<file path="config.mk">
export PLATFORM = sky130hd
export DESIGN_NAME = otter_fetch_queue
export DESIGN_NICKNAME = d
export VERILOG_FILES = /design/src/rtl/otter_fetch_queue.sv
export SDC_FILE = /design/constraint.sdc
export NUM_CORES = 1
export LEC_CHECK = 0
export BUFFER_PORTS_ARGS = -buffer_cell sky130_fd_sc_hd__buf_2
export CAP_MARGIN = 0
export CORE_UTILIZATION = 52
export CTS_CLUSTER_DIAMETER = 40
export DETAILED_ROUTE_END_ITERATION = 8
export PLACE_DENSITY_LB_ADDON = 0.3
export SYNTH_ARGS = -nofsm -noshare
export SYNTH_HDL_FRONTEND = slang
export SYNTH_SLANG_ARGS = --single-unit
export TNS_END_PERCENT = 5
</file>
<file path="constraint.sdc">
create_clock -name CLK -period 5.6 [get_ports CLK]
set_clock_uncertainty 0.2 [all_clocks]
set_input_delay 1.68 -clock CLK [delete_from_list [all_inputs] [get_ports CLK]]
set_output_delay 1.68 -clock CLK [all_outputs]
set_load 0.01 [all_outputs]
</file>
<file path="src/rtl/otter_fetch_queue.sv">
`default_nettype none
// ============================================================================
// Module      : otter_fetch_queue
// Description : Instruction-fetch front end for the pipelined OTTER.
//               Holds the program counter, issues reads on the synchronous
//               instruction port of program memory, and buffers returned
//               {instruction, pc} pairs in a DEPTH-entry FIFO feeding decode.
//               Decode stalls are absorbed without losing in-flight fetches.
//               A redirect from execute squashes the FIFO and any fetch in
//               flight.
//
// Parameters  : DEPTH    - FIFO entries (power of two, >= 2)
//               RESET_PC - first fetch address after reset
//
// Ports       : CLK       in   clock, all state on rising edge
//               RESET     in   asynchronous active-high reset
//               IMEM_ADDR out  fetch address (current pc)
//               IMEM_RD   out  fetch request
//               IMEM_DOUT in   instruction word, valid the cycle after request
//               FLUSH     in   redirect from execute
//               FLUSH_PC  in   redirect target
//               DE_STALL  in   decode cannot accept this cycle
//               IF_VALID  out  head entry valid for decode
//               IF_IR     out  head instruction (NOP when empty)
//               IF_PC     out  head instruction address (0 when empty)
//
// Build option: OTTER_IFQ_BYPASS_EN - when defined, a response arriving into
//               an empty FIFO is presented to decode combinationally, cutting
//               fetch-to-decode latency from 2 cycles to 1.
//
// Revision    : 1.0 - initial release
// ============================================================================
module otter_fetch_queue #(
    parameter int          DEPTH    = 4,
    parameter logic [31:0] RESET_PC = 32'h0000_0000
) (
    input  logic        CLK,
    input  logic        RESET,
    output logic [31:0] IMEM_ADDR,
    output logic        IMEM_RD,
    input  logic [31:0] IMEM_DOUT,
    input  logic        FLUSH,
    input  logic [31:0] FLUSH_PC,
    input  logic        DE_STALL,
    output logic        IF_VALID,
    output logic [31:0] IF_IR,
    output logic [31:0] IF_PC
);

    localparam int          c_PTR_W   = $clog2(DEPTH);
    localparam int          c_CNT_W   = c_PTR_W + 1;
    localparam logic [c_CNT_W-1:0] c_DEPTH_CNT = c_CNT_W'(DEPTH);
    localparam logic [31:0] c_NOP     = 32'h0000_0013;

    // ------------------------------------------------------------------------
    // State
    // ------------------------------------------------------------------------
    logic [31:0]        r_pc;
    logic               r_rsp_v;
    logic [31:0]        r_rsp_pc;
    logic [c_PTR_W-1:0] r_rd_ptr;
    logic [c_PTR_W-1:0] r_wr_ptr;
    logic [c_CNT_W-1:0] r_count;
    logic [31:0]        r_mem_ir [DEPTH];
    logic [31:0]        r_mem_pc [DEPTH];

    // ------------------------------------------------------------------------
    // Combinational control
    // ------------------------------------------------------------------------
    logic [c_CNT_W-1:0] w_occ;
    logic               w_issue;
    logic               w_empty;
    logic               w_byp;
    logic               w_pop;
    logic               w_pop_fifo;
    logic               w_push;

    // Occupancy counts the in-flight request as already holding a slot, so a
    // response can always be written even if decode stalls from here on.
    assign w_occ   = r_count + c_CNT_W'(r_rsp_v);
    assign w_issue = !RESET && (w_occ < c_DEPTH_CNT);
    assign w_empty = (r_count == '0);

    assign IMEM_ADDR = r_pc;
    assign IMEM_RD   = w_issue;

    always_comb begin
        w_byp    = 1'b0;
        IF_VALID = 1'b0;
        IF_IR    = c_NOP;
        IF_PC    = 32'h0000_0000;
        if (!w_empty) begin
            IF_VALID = 1'b1;
            IF_IR    = r_mem_ir[r_rd_ptr];
            IF_PC    = r_mem_pc[r_rd_ptr];
        end
`ifdef OTTER_IFQ_BYPASS_EN
        else if (r_rsp_v) begin
            // Empty queue: hand the arriving word straight to decode.
            w_byp    = 1'b1;
            IF_VALID = 1'b1;
            IF_IR    = IMEM_DOUT;
            IF_PC    = r_rsp_pc;
        end
`endif
    end

    // A redirect freezes the queue for the cycle: nothing leaves, nothing
    // enters, and the contents are discarded at the edge.
    assign w_pop      = IF_VALID && !DE_STALL && !FLUSH;
    assign w_pop_fifo = w_pop && !w_empty;
    // A bypassed word that decode takes this cycle never enters storage.
    assign w_push     = r_rsp_v && !FLUSH && !(w_byp && w_pop);

    // ------------------------------------------------------------------------
    // Program counter and in-flight request tracking
    // ------------------------------------------------------------------------
    always_ff @(posedge CLK or posedge RESET) begin
        if (RESET) begin
            r_pc     <= RESET_PC;
            r_rsp_v  <= 1'b0;
            r_rsp_pc <= 32'h0000_0000;
        end else if (FLUSH) begin
            // Any fetch issued this cycle belongs to the squashed path.
            r_pc    <= FLUSH_PC;
            r_rsp_v <= 1'b0;
        end else if (w_issue) begin
            r_pc     <= r_pc + 32'd4;
            r_rsp_v  <= 1'b1;
            r_rsp_pc <= r_pc;
        end else begin
            r_rsp_v <= 1'b0;
        end
    end

    // ------------------------------------------------------------------------
    // FIFO pointers and occupancy
    // ------------------------------------------------------------------------
    always_ff @(posedge CLK or posedge RESET) begin
        if (RESET) begin
            r_rd_ptr <= '0;
            r_wr_ptr <= '0;
            r_count  <= '0;
        end else if (FLUSH) begin
            r_rd_ptr <= '0;
            r_wr_ptr <= '0;
            r_count  <= '0;
        end else begin
            if (w_push) begin
                r_wr_ptr <= r_wr_ptr + 1'b1;
            end
            if (w_pop_fifo) begin
                r_rd_ptr <= r_rd_ptr + 1'b1;
            end
            r_count <= r_count + c_CNT_W'(w_push) - c_CNT_W'(w_pop_fifo);
        end
    end

    // ------------------------------------------------------------------------
    // FIFO storage (contents are qualified by r_count, so no reset needed)
    // ------------------------------------------------------------------------
    always_ff @(posedge CLK) begin
        if (w_push) begin
            r_mem_ir[r_wr_ptr] <= IMEM_DOUT;
            r_mem_pc[r_wr_ptr] <= r_rsp_pc;
        end
    end

endmodule
`default_nettype wire

</file>
**Yosys cells after proc, flatten, opt, wreduce, memory -nomap -nowiden**

Memories as Yosys holds them, arrays and structs flattened.
Cells that the tools add are included.

- Output and inout port bits: 98
- Bits in writable memories: 256
- Input port bits: 68
- Register bits: 72
- Latch bits: 0
- Memories kept: 2
- ROM bits: 0
- Word-level logic and storage cells: 44

- Muxes and demuxes: 14
- Reductions and logical operators: 14
- Equal/unequal tests: 0
- $mul: 0
- Divide/modulo/power cells: 0
- Shifts and indexed selects: 0
- Bitwise logic cells: 1
- $add $sub $neg: 6
- $lt $le $gt $ge: 1

Memory list:

| name | words | width | read ports | clocked after Yosys merged registers in | wr ports | line | RTL |
|---|---|---|---|---|---|---|---|
| r_mem_ir | 4 | 32 | 1 | 0 | 1 | 64 | `logic [31:0] r_mem_ir [DEPTH];` |
| r_mem_pc | 4 | 32 | 1 | 0 | 1 | 65 | `logic [31:0] r_mem_pc [DEPTH];` |

Operators with widths:

| cell | count |
|---|---|
| 32-bit two-way mux | 4 |
| 32-bit by 3-bit adder with 32-bit output (second input constant) | 1 |
| 2-bit two-way mux | 4 |
| 3-bit by 1-bit adder with 3-bit output | 2 |
| 2-bit nonzero test | 3 |
| 1-bit logical AND | 5 |
| 1-bit two-way mux | 5 |
| 2-bit by 1-bit adder with 2-bit output (second input constant) | 2 |
| 1-bit logical NOT | 4 |
| 3-bit logical NOT | 1 |
| 3-bit < comparator (second input constant) | 1 |
| 3-bit two-way mux | 1 |
| 3-bit by 1-bit subtractor with 3-bit output | 1 |
| 2-bit AND reduction | 1 |
| 1-bit inverter | 1 |

**Longest topological paths before layout**

- Depth after elaboration: 7
- Gate-level depth with buffers: 11
- Mapped depth without buffers: 10

**Least setup slack after synthesis**

No wires, ideal clock.

- Path type: input port to output port
- Start: in RESET
- End: out IMEM_RD
- Cell stages on the path: 3
- Path buffers: 1
- Arrival time: 3768 ps
- Setup slack: -48 ps
- Path through: inv_1 o21a_1 clkbuf_1

- Longest elaborated chain between the ends: 2

RTL lines:

| element | line | RTL |
|---|---|---|
| from (decl) | 38 | `input logic RESET,` |
| 1-bit logical NOT (no line) | -- |  |
| 1-bit logical AND | 81 | `assign w_issue = !RESET && (w_occ < c_DEPTH_CNT);` |
| to (decl) | 40 | `output logic IMEM_RD,` |

No other way between the ends.

**Final worst setup path**

- Start: reg r_rd_ptr[0]
- End: out IF_IR[4]

- Longest elaborated chain between the ends: 2

RTL lines:

| element | line | RTL |
|---|---|---|
| from (decl) | 61 | `logic [c_PTR_W-1:0] r_rd_ptr;` |
| from (signal assigned) | 153 | `r_rd_ptr <= r_rd_ptr + 1'b1;` |
| memory read 4 x 32 bit | -- |  |
| 32-bit two-way mux | 92 | `if (!w_empty) begin` |
| to (decl) | 46 | `output logic [31:0] IF_IR,` |

No other way between the ends.

==> metrics.yaml <==
clock_tree:
  cts_buffers: 40
  cts_tree: "done"
  ctsHoldBuffers: 0
  clk_latency_ns: 0.51
  cts.clk_slew.worst_paths_ns: 0.06
  clock_sinks: 328
  post-cts-setup-buffer-count: 0
  cts_root_buffer: "clkbuf_16"
  cts_resized: 0
  cts_buffer_depth: 3
  htreeDepth: 2
sta:
  period_minus_slack_ns: 4.48
  relSlewSlack_pct: 16.8
  max_freq_mhz: 223
  rsz0062_at_grt: "no"
  worst_slack_ns: 1.12
  holdWs_ns: 0.319
  setup_tns_ns: 0
  finalCritPeriodShare_pct: 80.1
  worst_slew_pin_slew_ns: 1.25
  slew_violations: 0
  hold_violations: 0
  setup-violations-final: 0
min_path:
  hold_start: "r_rsp_pc[1]"
  min_path_type: "flip-flop to flip-flop"
  min_path_cells: 0
floorplanning:
  io-pin-count: 166
  die_h_um: 161
  core_area_mm2: 0.0245
  die_area_mm2: 0.0258
  die_x_um: 161
  fp-row-count: 57
  initial_core_util_pct: 53.4
synthesis:
  netlist_area_mm2: 0.0131
  synth_flop_cell: "edfxtp_1"
  synth_top_cells_by_area: "edfxtp_1, dfrtp_1, mux4_2"
  synth_seq_cells: 328
  synth_warnings: 0
  synth_top_area_share_pct: 58.8
  syn_area_per_cell_um2: 18.3
  async_flop_share_pct: 22.0
  synth_cell_types: 36
  synth_edf_count: 256
  synth_nets: 790
  synth_area_leader_cell: "edfxtp_1"
  ys_seq_area_share_pct: 72.6
  syn_inst: 714
place:
  dpl_cell_area_mm2: 0.0142
  dp_hpwl_mm: 14.5
  portBuffers: 165
  dp_slack_ns: 0.803
  gp_congestion: 0.798
power_and_ir_drop:
  p_switching_mw: 1.97
  p_comb_share_pct: 20.6
  leakagePower_nw: 5.63
  p_seq_share_pct: 44.2
  vdd_drop_max_v: 0.000221
  cellPowerDensity_mw_per_mm2: 465
  swShare_pct: 27.2
  internal_power_mw: 5.28
  pwr-share-clk_pct: 35.2
worst_setup_path:
  worst-path-stages: 4
  reg2reg_depth: 5
  start_kind: "flip-flop"
  cp_cell_sequence: "buf_4 -> mux4_2 -> or2_2 -> buf_2"
  arrival_ns: 2.60
  r2r-start: "r_count[1]"
  critPathKind: "flip-flop to primary output"
  crit_required_ns: 3.72
  path_max_fanout: 25
  critPathTopFamily: "flip-flops"
  worst_setup_path_end_kind: "primary output"
  slowest_stage: "dfrtp_4"
  cp_slowest_stage_delay_ns: 0.77
  critPathBufInv: 2
  crit_start: "r_rd_ptr[0]"
grt:
  grt_pass1_vias: 7082
  antenna_found_initial: 0
  grt_start_max_net_pins: 75
  grt_overflow_total: 0
  grt_pass1_wl_mm: 39.9
  grt_use_total_pct: 20.3
drt:
  ant_nets: 0
  drc: 0
  wl_per_cell_um: 20.5
  drtIter0Drc: 476
  vias_per_cell: 5.60
  vias: 6972
  dr.pass1.iters: 5
  wl_mm: 25.5
cells_and_area:
  num-nets-final: 966
  nFillCells: 1732
  drive_gt1_share_pct: 38.8
  area_delta_synth_final_pct: 19.2
  fin_area_mm2: 0.0156
  diodes: 0
  finish.utilization_pct: 63.7
outcome:
  status: "finished, final reports clean"
job:
  cap_violations: 0
power by group through the flow:
stage          clock (mW)  combinational [mW]  sequential [mW]
2_1_floorplan           0                1.04             3.12
3_3_place_gp            0                1.51             3.24
3_5_place_dp            0                1.53             3.25
4_1_cts              2.60                1.53             3.21
5_1_grt              2.70                1.63             3.24
6_report             2.55                1.50             3.20
cells in the mapped netlist (2+ instances only):
master and instances:
nor4_1 8, or3_1 3, nor3_1 10, nand3_1 9, edfxtp_1 256, a31oi_1 3, nor2b_1 3, mux2i_1 3
nand2_1 29, xnor2_1 20, and4_1 4, clkbuf_1 24, mux4_2 64, buf_1 4, buf_2 9, nor2_1 13
nand4_1 6, mux2_2 41, inv_1 11, or2_2 3, dfrtp_1 72, xor2_1 10, o21ai_0 22, and2_1 68
ha_1 7, and3_1 2
logic make-up after synthesis:
family          after synthesis  share of synthesized area (%)
mux                         108                           14.8
xor+xnor                     30                           2.01
compound gates               30                           1.43
flops                       328                           72.6
buf+inv                      48                           1.46
simple gates                162                           6.92
fa+ha+maj                     8                          0.823
sequential cells by signal, summed over array words and instances (netlist names):
signal     cells
IMEM_ADDR     32
r_count        3
r_mem_ir     128
r_mem_pc     128
r_rd_ptr       2
r_rsp_pc      32
r_rsp_v        1
r_wr_ptr       2
routing by layer:
metal	part of all wire (%)	vias up	track usage (%)
li1	-	3120	-
met1	43	3559	28.1
met2	48	253	33.0
met3	6.2	40	3.80
met4	2.0	0	6.15
met5	0	-	0
final cells by class:
class	count	area (um2)	area share, %
flip-flops and latches	328	9500	61.0
repair buffers	171	883	5.67
clock inverters	25	267	1.71
multi-input cells	338	3400	21.9
inverters	11	45.0	0.289
clock buffers	47	1080	6.92
well taps	324	405	2.60
cells in the final DEF (no fill, tap or decap), types with 13 or more instances in the layout:
cell type	count
mux2_2	41
nor2_1	13
clkbuf_16	41
nand2_1	29
buf_2	165
edfxtp_1	256
xnor2_1	20
o21ai_0	22
mux4_2	64
dfrtp_1	70
and2_1	64
worst paths after layout:
kind / endpoint / slack (ns)
worst max register to register: IMEM_ADDR[29] / 2.80
max in group asynchronous: r_rd_ptr[0] / 3.18
min in group asynchronous: IMEM_ADDR[28] / 1.32
worst max-delay path: IF_IR[4] / 1.12
worst min register to register: r_mem_pc[3][1] / 0.32
worst min-delay path: r_mem_pc[3][1] / 0.32
through the flow:
stage	cells	power, mW
after floorplan	714	4.16
after global placement	1172	4.75
after detailed placement	1172	4.78
after CTS	1244	7.34
after global routing	1244	7.57
final	1244	7.24
Note: power is estimated with default switching activity, not from simulation.
